### config.mk
export PLATFORM = sky130hd
export DESIGN_NAME = uart_tx_fifo
export DESIGN_NICKNAME = d
export VERILOG_FILES = /design/src/rtl/uart_tx_fifo.sv
export SDC_FILE = /design/constraint.sdc
export NUM_CORES = 1
export LEC_CHECK = 0
export CORE_ASPECT_RATIO = 0.8
export CORE_MARGIN = 2
export CORE_UTILIZATION = 65
export DETAILED_ROUTE_END_ITERATION = 8
export GPL_ROUTABILITY_DRIVEN = 0
export PLACE_DENSITY = 0.82
export SLEW_MARGIN = 25
export SYNTH_ARGS = -nofsm -noshare
export SYNTH_HDL_FRONTEND = slang
export SYNTH_SLANG_ARGS = --single-unit
### constraint.sdc
create_clock -name clk_i -period 6 [get_ports clk_i]
set_clock_uncertainty 0.15 [all_clocks]
set_input_delay 1.2 -clock clk_i [delete_from_list [all_inputs] [get_ports clk_i]]
set_output_delay 1.2 -clock clk_i [all_outputs]
set_load 0.05 [all_outputs]
### src/rtl/uart_tx_fifo.sv
`default_nettype none
// ============================================================================
// Module   : uart_tx_fifo
// Brief    : Byte FIFO feeding a UART serializer with start bit, 8 data bits
//            (LSB first), optional even parity, and 1..15 stop bits.
// Options  : define UART_TX_PARITY_EN to insert an even-parity bit after
//            the data bits.
// Revision : 1.0 - initial release
// ============================================================================
module uart_tx_fifo #(
    parameter int CLK_DIV    = 16,
    parameter int FIFO_DEPTH = 8
) (
    input  logic       clk_i,        // UART_CLK
    input  logic       rst_ni,       // RESET, asynchronous active-low
    input  logic       wr_en_i,
    input  logic [7:0] wr_data_i,
    input  logic [3:0] stop_bits_i,
    output logic       full_o,
    output logic       empty_o,
    output logic       overflow_o,
    output logic       tx_busy_o,
    output logic       tx_done_o,
    output logic       uart_out_o
);

    localparam int         AW          = $clog2(FIFO_DEPTH);
    localparam logic [15:0] BAUD_RELOAD = 16'(CLK_DIV - 1);
    localparam logic [AW:0] PTR_ONE     = (AW + 1)'(1);

    typedef enum logic [2:0] {
        ST_IDLE   = 3'd0,
        ST_START  = 3'd1,
        ST_DATA   = 3'd2,
        ST_STOP   = 3'd4
`ifdef UART_TX_PARITY_EN
        ,
        ST_PARITY = 3'd3
`endif
    } state_e;

    // ------------------------------------------------------------------
    // FIFO storage and pointers (one extra wrap bit for full/empty)
    // ------------------------------------------------------------------
    logic [7:0]  mem_q [FIFO_DEPTH];
    logic [AW:0] wr_ptr_q;
    logic [AW:0] rd_ptr_q;
    logic        overflow_q;
    logic        pop;
    logic        push;
    logic [7:0]  head;

    assign empty_o = (wr_ptr_q == rd_ptr_q);
    assign full_o  = (wr_ptr_q[AW] != rd_ptr_q[AW]) &&
                     (wr_ptr_q[AW-1:0] == rd_ptr_q[AW-1:0]);
    // A pop in the same cycle frees a slot, so a write to a full FIFO is kept.
    assign push    = wr_en_i && (!full_o || pop);
    assign head    = mem_q[rd_ptr_q[AW-1:0]];
    assign overflow_o = overflow_q;

    // Byte storage; contents need no reset since pointers gate visibility.
    always_ff @(posedge clk_i) begin
        if (push) begin
            mem_q[wr_ptr_q[AW-1:0]] <= wr_data_i;
        end
    end

    // Pointer advance and dropped-write flag.
    always_ff @(posedge clk_i or negedge rst_ni) begin
        if (!rst_ni) begin
            wr_ptr_q   <= '0;
            rd_ptr_q   <= '0;
            overflow_q <= 1'b0;
        end else begin
            if (push) begin
                wr_ptr_q <= wr_ptr_q + PTR_ONE;
            end
            if (pop) begin
                rd_ptr_q <= rd_ptr_q + PTR_ONE;
            end
            overflow_q <= wr_en_i && full_o && !pop;
        end
    end

    // ------------------------------------------------------------------
    // Serializer FSM
    // ------------------------------------------------------------------
    state_e      state_q, state_d;
    logic [15:0] baud_q, baud_d;     // cycles left in the current bit
    logic [3:0]  bit_q, bit_d;       // data bit index, or stop bits remaining
    logic [7:0]  shreg_q, shreg_d;
    logic [3:0]  stop_q, stop_d;     // stop-bit count latched at frame start
    logic        line_q, line_d;
    logic        load;
    logic        bit_end;
`ifdef UART_TX_PARITY_EN
    logic        parity_q, parity_d;
`endif

    assign bit_end    = (baud_q == 16'd0);
    assign tx_busy_o  = (state_q != ST_IDLE);
    assign uart_out_o = line_q;

    // Next-state, counter and pop decisions; the line level is precomputed
    // for the next state so the serial output is glitch-free from a flop.
    always_comb begin
        state_d   = state_q;
        baud_d    = baud_q;
        bit_d     = bit_q;
        shreg_d   = shreg_q;
        stop_d    = stop_q;
        pop       = 1'b0;
        load      = 1'b0;
        tx_done_o = 1'b0;
        line_d    = 1'b1;
`ifdef UART_TX_PARITY_EN
        parity_d  = parity_q;
`endif
        case (state_q)
            ST_IDLE: begin
                load = !empty_o;
            end
            ST_START: begin
                if (bit_end) begin
                    state_d = ST_DATA;
                    baud_d  = BAUD_RELOAD;
                    bit_d   = 4'd0;
                end else begin
                    baud_d = baud_q - 16'd1;
                end
            end
            ST_DATA: begin
                if (bit_end) begin
                    baud_d = BAUD_RELOAD;
                    if (bit_q == 4'd7) begin
`ifdef UART_TX_PARITY_EN
                        state_d = ST_PARITY;
`else
                        state_d = ST_STOP;
                        bit_d   = stop_q - 4'd1;
`endif
                    end else begin
                        bit_d   = bit_q + 4'd1;
                        shreg_d = {1'b0, shreg_q[7:1]};
                    end
                end else begin
                    baud_d = baud_q - 16'd1;
                end
            end
`ifdef UART_TX_PARITY_EN
            ST_PARITY: begin
                if (bit_end) begin
                    state_d = ST_STOP;
                    baud_d  = BAUD_RELOAD;
                    bit_d   = stop_q - 4'd1;
                end else begin
                    baud_d = baud_q - 16'd1;
                end
            end
`endif
            ST_STOP: begin
                if (bit_end) begin
                    if (bit_q == 4'd0) begin
                        tx_done_o = 1'b1;
                        state_d   = ST_IDLE;
                        load      = !empty_o;
                    end else begin
                        bit_d  = bit_q - 4'd1;
                        baud_d = BAUD_RELOAD;
                    end
                end else begin
                    baud_d = baud_q - 16'd1;
                end
            end
            default: begin
                state_d = ST_IDLE;
            end
        endcase

        // Frame start: from IDLE, or straight out of the last stop bit.
        if (load) begin
            pop     = 1'b1;
            state_d = ST_START;
            shreg_d = head;
            stop_d  = (stop_bits_i == 4'd0) ? 4'd1 : stop_bits_i;
            baud_d  = BAUD_RELOAD;
            bit_d   = 4'd0;
`ifdef UART_TX_PARITY_EN
            parity_d = ^head;
`endif
        end

        case (state_d)
            ST_START:  line_d = 1'b0;
            ST_DATA:   line_d = shreg_d[0];
`ifdef UART_TX_PARITY_EN
            ST_PARITY: line_d = parity_d;
`endif
            default:   line_d = 1'b1;
        endcase
    end

    // FSM and datapath registers; reset aborts any frame and idles the line.
    always_ff @(posedge clk_i or negedge rst_ni) begin
        if (!rst_ni) begin
            state_q  <= ST_IDLE;
            baud_q   <= '0;
            bit_q    <= '0;
            shreg_q  <= '0;
            stop_q   <= '0;
            line_q   <= 1'b1;
`ifdef UART_TX_PARITY_EN
            parity_q <= 1'b0;
`endif
        end else begin
            state_q  <= state_d;
            baud_q   <= baud_d;
            bit_q    <= bit_d;
            shreg_q  <= shreg_d;
            stop_q   <= stop_d;
            line_q   <= line_d;
`ifdef UART_TX_PARITY_EN
            parity_q <= parity_d;
`endif
        end
    end

endmodule
`default_nettype wire

# Word level (Yosys, flattened, before mapping)
# Memories as Yosys holds them, arrays and structs flattened.
# Cells that the tools add are included.
word_totals:
  in_bits: 15
  word_cells: 87
  ramBits: 64
  out_inout_bits: 6
  reg_bits: 45
  memories: 1
memory_table:
  columns: ["memory", "depth", "word_bits", "rd", "rd_ports_with_merged_regs", "write_ports", "line", "rtl"]
  rows:
  - ["mem_q", 8, 8, 1, 0, 1, "45", "logic [7:0] mem_q [FIFO_DEPTH];"]
classes:
  n_addsub: 6
  eq_ne: 15
  reduce_logical: 21
  n_mux: 34
op_table:
  columns: ["operator", "n"]
  rows:
  - ["$mux 16", 4]
  - ["$mux 8", 4]
  - ["$pmux 16 s2", 1]
  - ["$mux 4", 7]
  - ["$mux 3", 6]
  - ["$logic_not 16->1", 1]
  - ["$sub 16x1->16 const B", 1]
  - ["$add 4x1->4 const B", 3]
  - ["$ne 3x3->1 const B", 4]
  - ["$pmux 3 s4", 1]
  - ["$pmux 4 s3", 1]
  - ["$logic_not 4->1", 2]
  - ["$mux 1", 8]
  - ["$sub 4x1->4 const B", 2]
  - ["$eq 3x1->1 const B", 2]
  - ["$eq 3x2->1 const B", 2]
  - ["$reduce_bool 3->1", 2]
  - ["$reduce_and 5->1", 1]
  - ["$eq 4x3->1 const B", 1]
  - ["$eq 4x4->1", 1]
  - ["$logic_and 1x1->1", 4]
  - ["$ne 4x4->1 const B", 1]
  - ["$pmux 1 s2", 2]
  - ["$reduce_bool 2->1", 2]
  - ["other kinds (11)", 13]

# Depth between registers and ports, before layout
logic_depth:
  depth_word: 10
  depth_mapped: 9
  ltp_nobuf: 8

# Worst setup path before layout
# OpenSTA, ideal clock, no wires.
synth_path:
  path_type: "reg-to-output"
  from: "register bit_q[0]"
  to: "output port tx_done_o"
  setup_slack_ps: 2021
  stages_incl_launch_ff: 6
  n_path_buf: 1
  required_time_ps: 4650
  t_arrival_ps: 2629
  path_cell_list: "dfrtp_1 -> inv_1 -> ha_1 -> or3b_1 -> clkbuf_1 -> nor4_1"
synth_via:
  elab_chain_cells: 4
synth_lines:
  columns: ["item", "line", "rtl"]
  rows:
  - ["start: declaration", "90", "logic [3:0] bit_q, bit_d;"]
  - ["start signal: assignment", "218", "bit_q <= bit_d;"]
  - ["$logic_not 4->1", "163", "if (bit_q == 4'd0) begin"]
  - ["$mux 1", "163", null]
  - ["$mux 1", "162", "if (bit_end) begin"]
  - ["$mux 1", "119", "case (state_q)"]
  - ["end: declaration", "23", "output logic tx_done_o,"]
# No other way between the ends.

# Final worst setup path
layout_path:
  from: "register rd_ptr_q[1]"
  to: "output port empty_o"
layout_via:
  elab_chain_cells: 1
layout_lines:
  columns: ["item", "line", "rtl"]
  rows:
  - ["start: declaration", "47", "logic [AW:0] rd_ptr_q;"]
  - ["start signal: assignment", "79", "rd_ptr_q <= rd_ptr_q + PTR_ONE;"]
  - ["$eq 4x4->1", "53", "assign empty_o = (wr_ptr_q == rd_ptr_q);"]
  - ["end: declaration", "20", "output logic empty_o,"]
# No other way between the ends.

==> flow_summary_export.csv <==
group,metric,value,unit
final_layout,diodes,0,
timing,layout_setup_ws,1.59,ns
cts,clk_pin_slew,0.11,ns
detailed_routing,num_vias,3049,
cts,htreeDepth,3,
synthesis,syn_nets,383,
critical_path,path_cells,"xor2_1 -> nor4_1 -> clkdlybuf4s50_1",
global_route,grt_overflow,0,
detailed_routing,post-route-drc-count,0,
die,die_w,102,um
cts,post_cts_buffers,0,
die,die_area,0.00836,sq mm
synthesis,synth_edf_count,64,
power,power.density,472,mW/mm^2
timing,worst_slew_pin_slew,0.905,ns
synthesis,synth.avg_cell_area,13.7,sq um
cts,worstSkewPairLatency,0.38,ns
critical_path,crit_path_end_kind,"primary output",
timing,drv_slew,0,
global_route,antenna_found_initial,0,
critical_path,cp_top_family,"flip-flops",
cts,numCtsBuffers,9,
power,finalPower,0.00260,W
final_layout,area_growth,11.1,%
critical_path,path_max_fanout,20,
cts,cts_tree,"built",
placed_design,io_buffers,20,
critical_path,critPathKind,"flop to primary output",
cts,holdBufCountCts,0,
critical_path,crit_buf_inv,1,
timing,slew_headroom,0.393,
critical_path,max_stage_delay,0.93,ns
detailed_routing,drtIter0Drc,209,
cts,cts_resized,0,
cts,clockRootBuffer,"clkbuf_8",
final_layout,design_area,0.00552,sq mm
die,rows,28,
run_status,status,"complete, no violations",
detailed_routing,met2_length,4.79,mm
global_route,grt_pass1_wl,14.8,mm
detailed_routing,dr.max_layer_used,"met4",
global_route,grt_max_degree,46,
timing,fin_crit_sh,0.734,
detailed_routing,ant_nets,0,
timing,hold_viol,0,
placed_design,placed_cell_area,0.00527,sq mm
critical_path,critPathLaunchType,"flop",
placed_design,preCtsSetupSlack,1.93,ns
power,combPwrFrac,0.363,
final_layout,finalNetCount,402,
global_route,grt_pass1_vias,2972,
synthesis,netlist_area,0.00497,sq mm
run,maxCapViolCount,0,
critical_path,worstPathArrival,3.06,ns
detailed_routing,wirelength,9.40,mm
min_path,hold_path_class,"flop to flop",
synthesis,ys_dominant_reg_cell,"edfxtp_1",
cts,clock_path_buffers,2,
synthesis,yosys_register_bits,109,
final_layout,drive_gt1_frac,0.137,
synthesis,yosys_warnings,0,
timing,holdWs,0.351,ns
timing,tns,0,ns
synthesis,yosysSeqAreaShare,0.614,
timing,fmax,227,MHz
critical_path,cp.required,4.65,ns
detailed_routing,wire_per_inst,19.1,um
detailed_routing,dr.pass1.iters,7,
synthesis,ys_types,61,
die,core-area,0.00739,sq mm
power,p_sw_frac,0.379,
power,pwr-share-seq,0.457,
die,start_util,0.672,
placed_design,hpwl,6.16,mm
detailed_routing,wl_met1,4.07,mm
synthesis,ys_async_sr_fraction,0.413,
power,clkPwrFrac,0.180,
final_layout,n_fill_cell,457,
power,power_leakage,2.03,nW
global_route,gr-usage-all-layers,0.241,
detailed_routing,vias_per_cell,6.21,
power,p_switching,0.000986,W
timing,fin_crit,4.41,ns
cts,clkSinkCount,109,
critical_path,cpMaxStageDelayCell,"dfrtp_1",
power,peakVddDrop,0.249,mV
synthesis,synth_cells,362,
timing,rsz0062_at_grt,"false",
die,top_level_ports,21,
power,p_int,0.00162,W
detailed_routing,wl_met3,427,um
timing,setup_viol,0,
die,die_y,82.2,um
routing by layer:
layer | GRT usage | vias to the layer above
met1 | 0.308 | 1528
li1 | - | 1420
met3 | 0.0606 | 15
met2 | 0.409 | 86
met4 | 0.0824 | 0
met5 | 0 | -
worst paths after layout:
kind                             start           to  slack, ns  cells after the start
hold reg to reg            wr_ptr_q[3]  wr_ptr_q[3]       0.35                      1
setup / recovery           rd_ptr_q[1]      empty_o       1.59                      3
setup reg to reg           rd_ptr_q[1]  mem_q[2][4]       2.30                      6
hold / removal             wr_ptr_q[3]  wr_ptr_q[3]       0.35                      1
min in group asynchronous       rst_ni    stop_q[2]       0.65                      1
max in group asynchronous       rst_ni    baud_q[4]       4.66                      1
final cells by class:
type                    instances  area [sq um]  area share
flip-flops and latches        109          3050       0.553
multi-input cells             226          1850       0.334
repair buffers                 26           243      0.0440
well taps                     105           131      0.0238
clock buffers                   9           124      0.0224
clock inverters                 7          91.3      0.0166
inverters                       9          33.8     0.00612
power groups by stage:
stage	registers, W	logic (W)	clock network, W
CTS	0.00118	0.000932	0.000477
detailed placement	0.00120	0.000927	0
global placement	0.00118	0.000883	0
finish	0.00119	0.000945	0.000469
global route	0.00121	0.00104	0.000504
floorplan	0.00111	0.000767	0
state kept, by name, indices dropped and copies added, names as in the netlist:
signal	count
baud_q	16
bit_q	4
mem_q	64
overflow_o	1
rd_ptr_q	4
shreg_q	8
state_q	3
stop_q	4
uart_out_o	1
wr_ptr_q	4
synth_stat cells, types with 8 or more instances:
cell type,number,area share
nor3_1,9,0.0091
edfxtp_1,64,0.39
dfrtp_1,44,0.22
o21ai_0,11,0.011
mux2i_1,9,0.018
nand2_1,29,0.022
clkbuf_1,8,0.0060
nor2_1,22,0.017
xnor2_1,17,0.030
a21oi_1,15,0.015
mux4_2,16,0.073
inv_1,9,0.0068
per-stage QoR:
stage               utilization  instances
CTS                       0.742        491
floorplan                     -        362
finish                    0.746        491
detailed placement        0.713        475
global placement          0.713        475
global route              0.746        491
logic make-up after synthesis:
group / after synthesis / share of synthesized area
simple gates: 101 / 0.112
mux: 26 / 0.0937
flops: 109 / 0.614
fa+ha+maj: 6 / 0.0151
compound gates: 70 / 0.102
xor+xnor: 23 / 0.0406
buf+inv: 27 / 0.0229
cell usage in the layout, fill, tap and decap left out, types with 3 or more instances in the layout:
cell	n
mux2i_1	9
nand2b_1	3
edfxtp_1	64
inv_1	9
nand2_1	29
a2111oi_0	7
o22ai_1	3
o211ai_1	4
clkdlybuf4s50_1	19
buf_4	7
a21oi_1	15
or3_1	6
nor3_1	9
dfrtp_1	44
nor3b_1	4
a211oi_1	5
o21ai_0	11
ha_1	6
nor2b_1	4
nor4_1	3
clkbuf_8	9
nor2_1	22
xor2_1	6
xnor2_1	17
a221o_1	4
mux4_2	16
(Power assumes the default switching activity.)
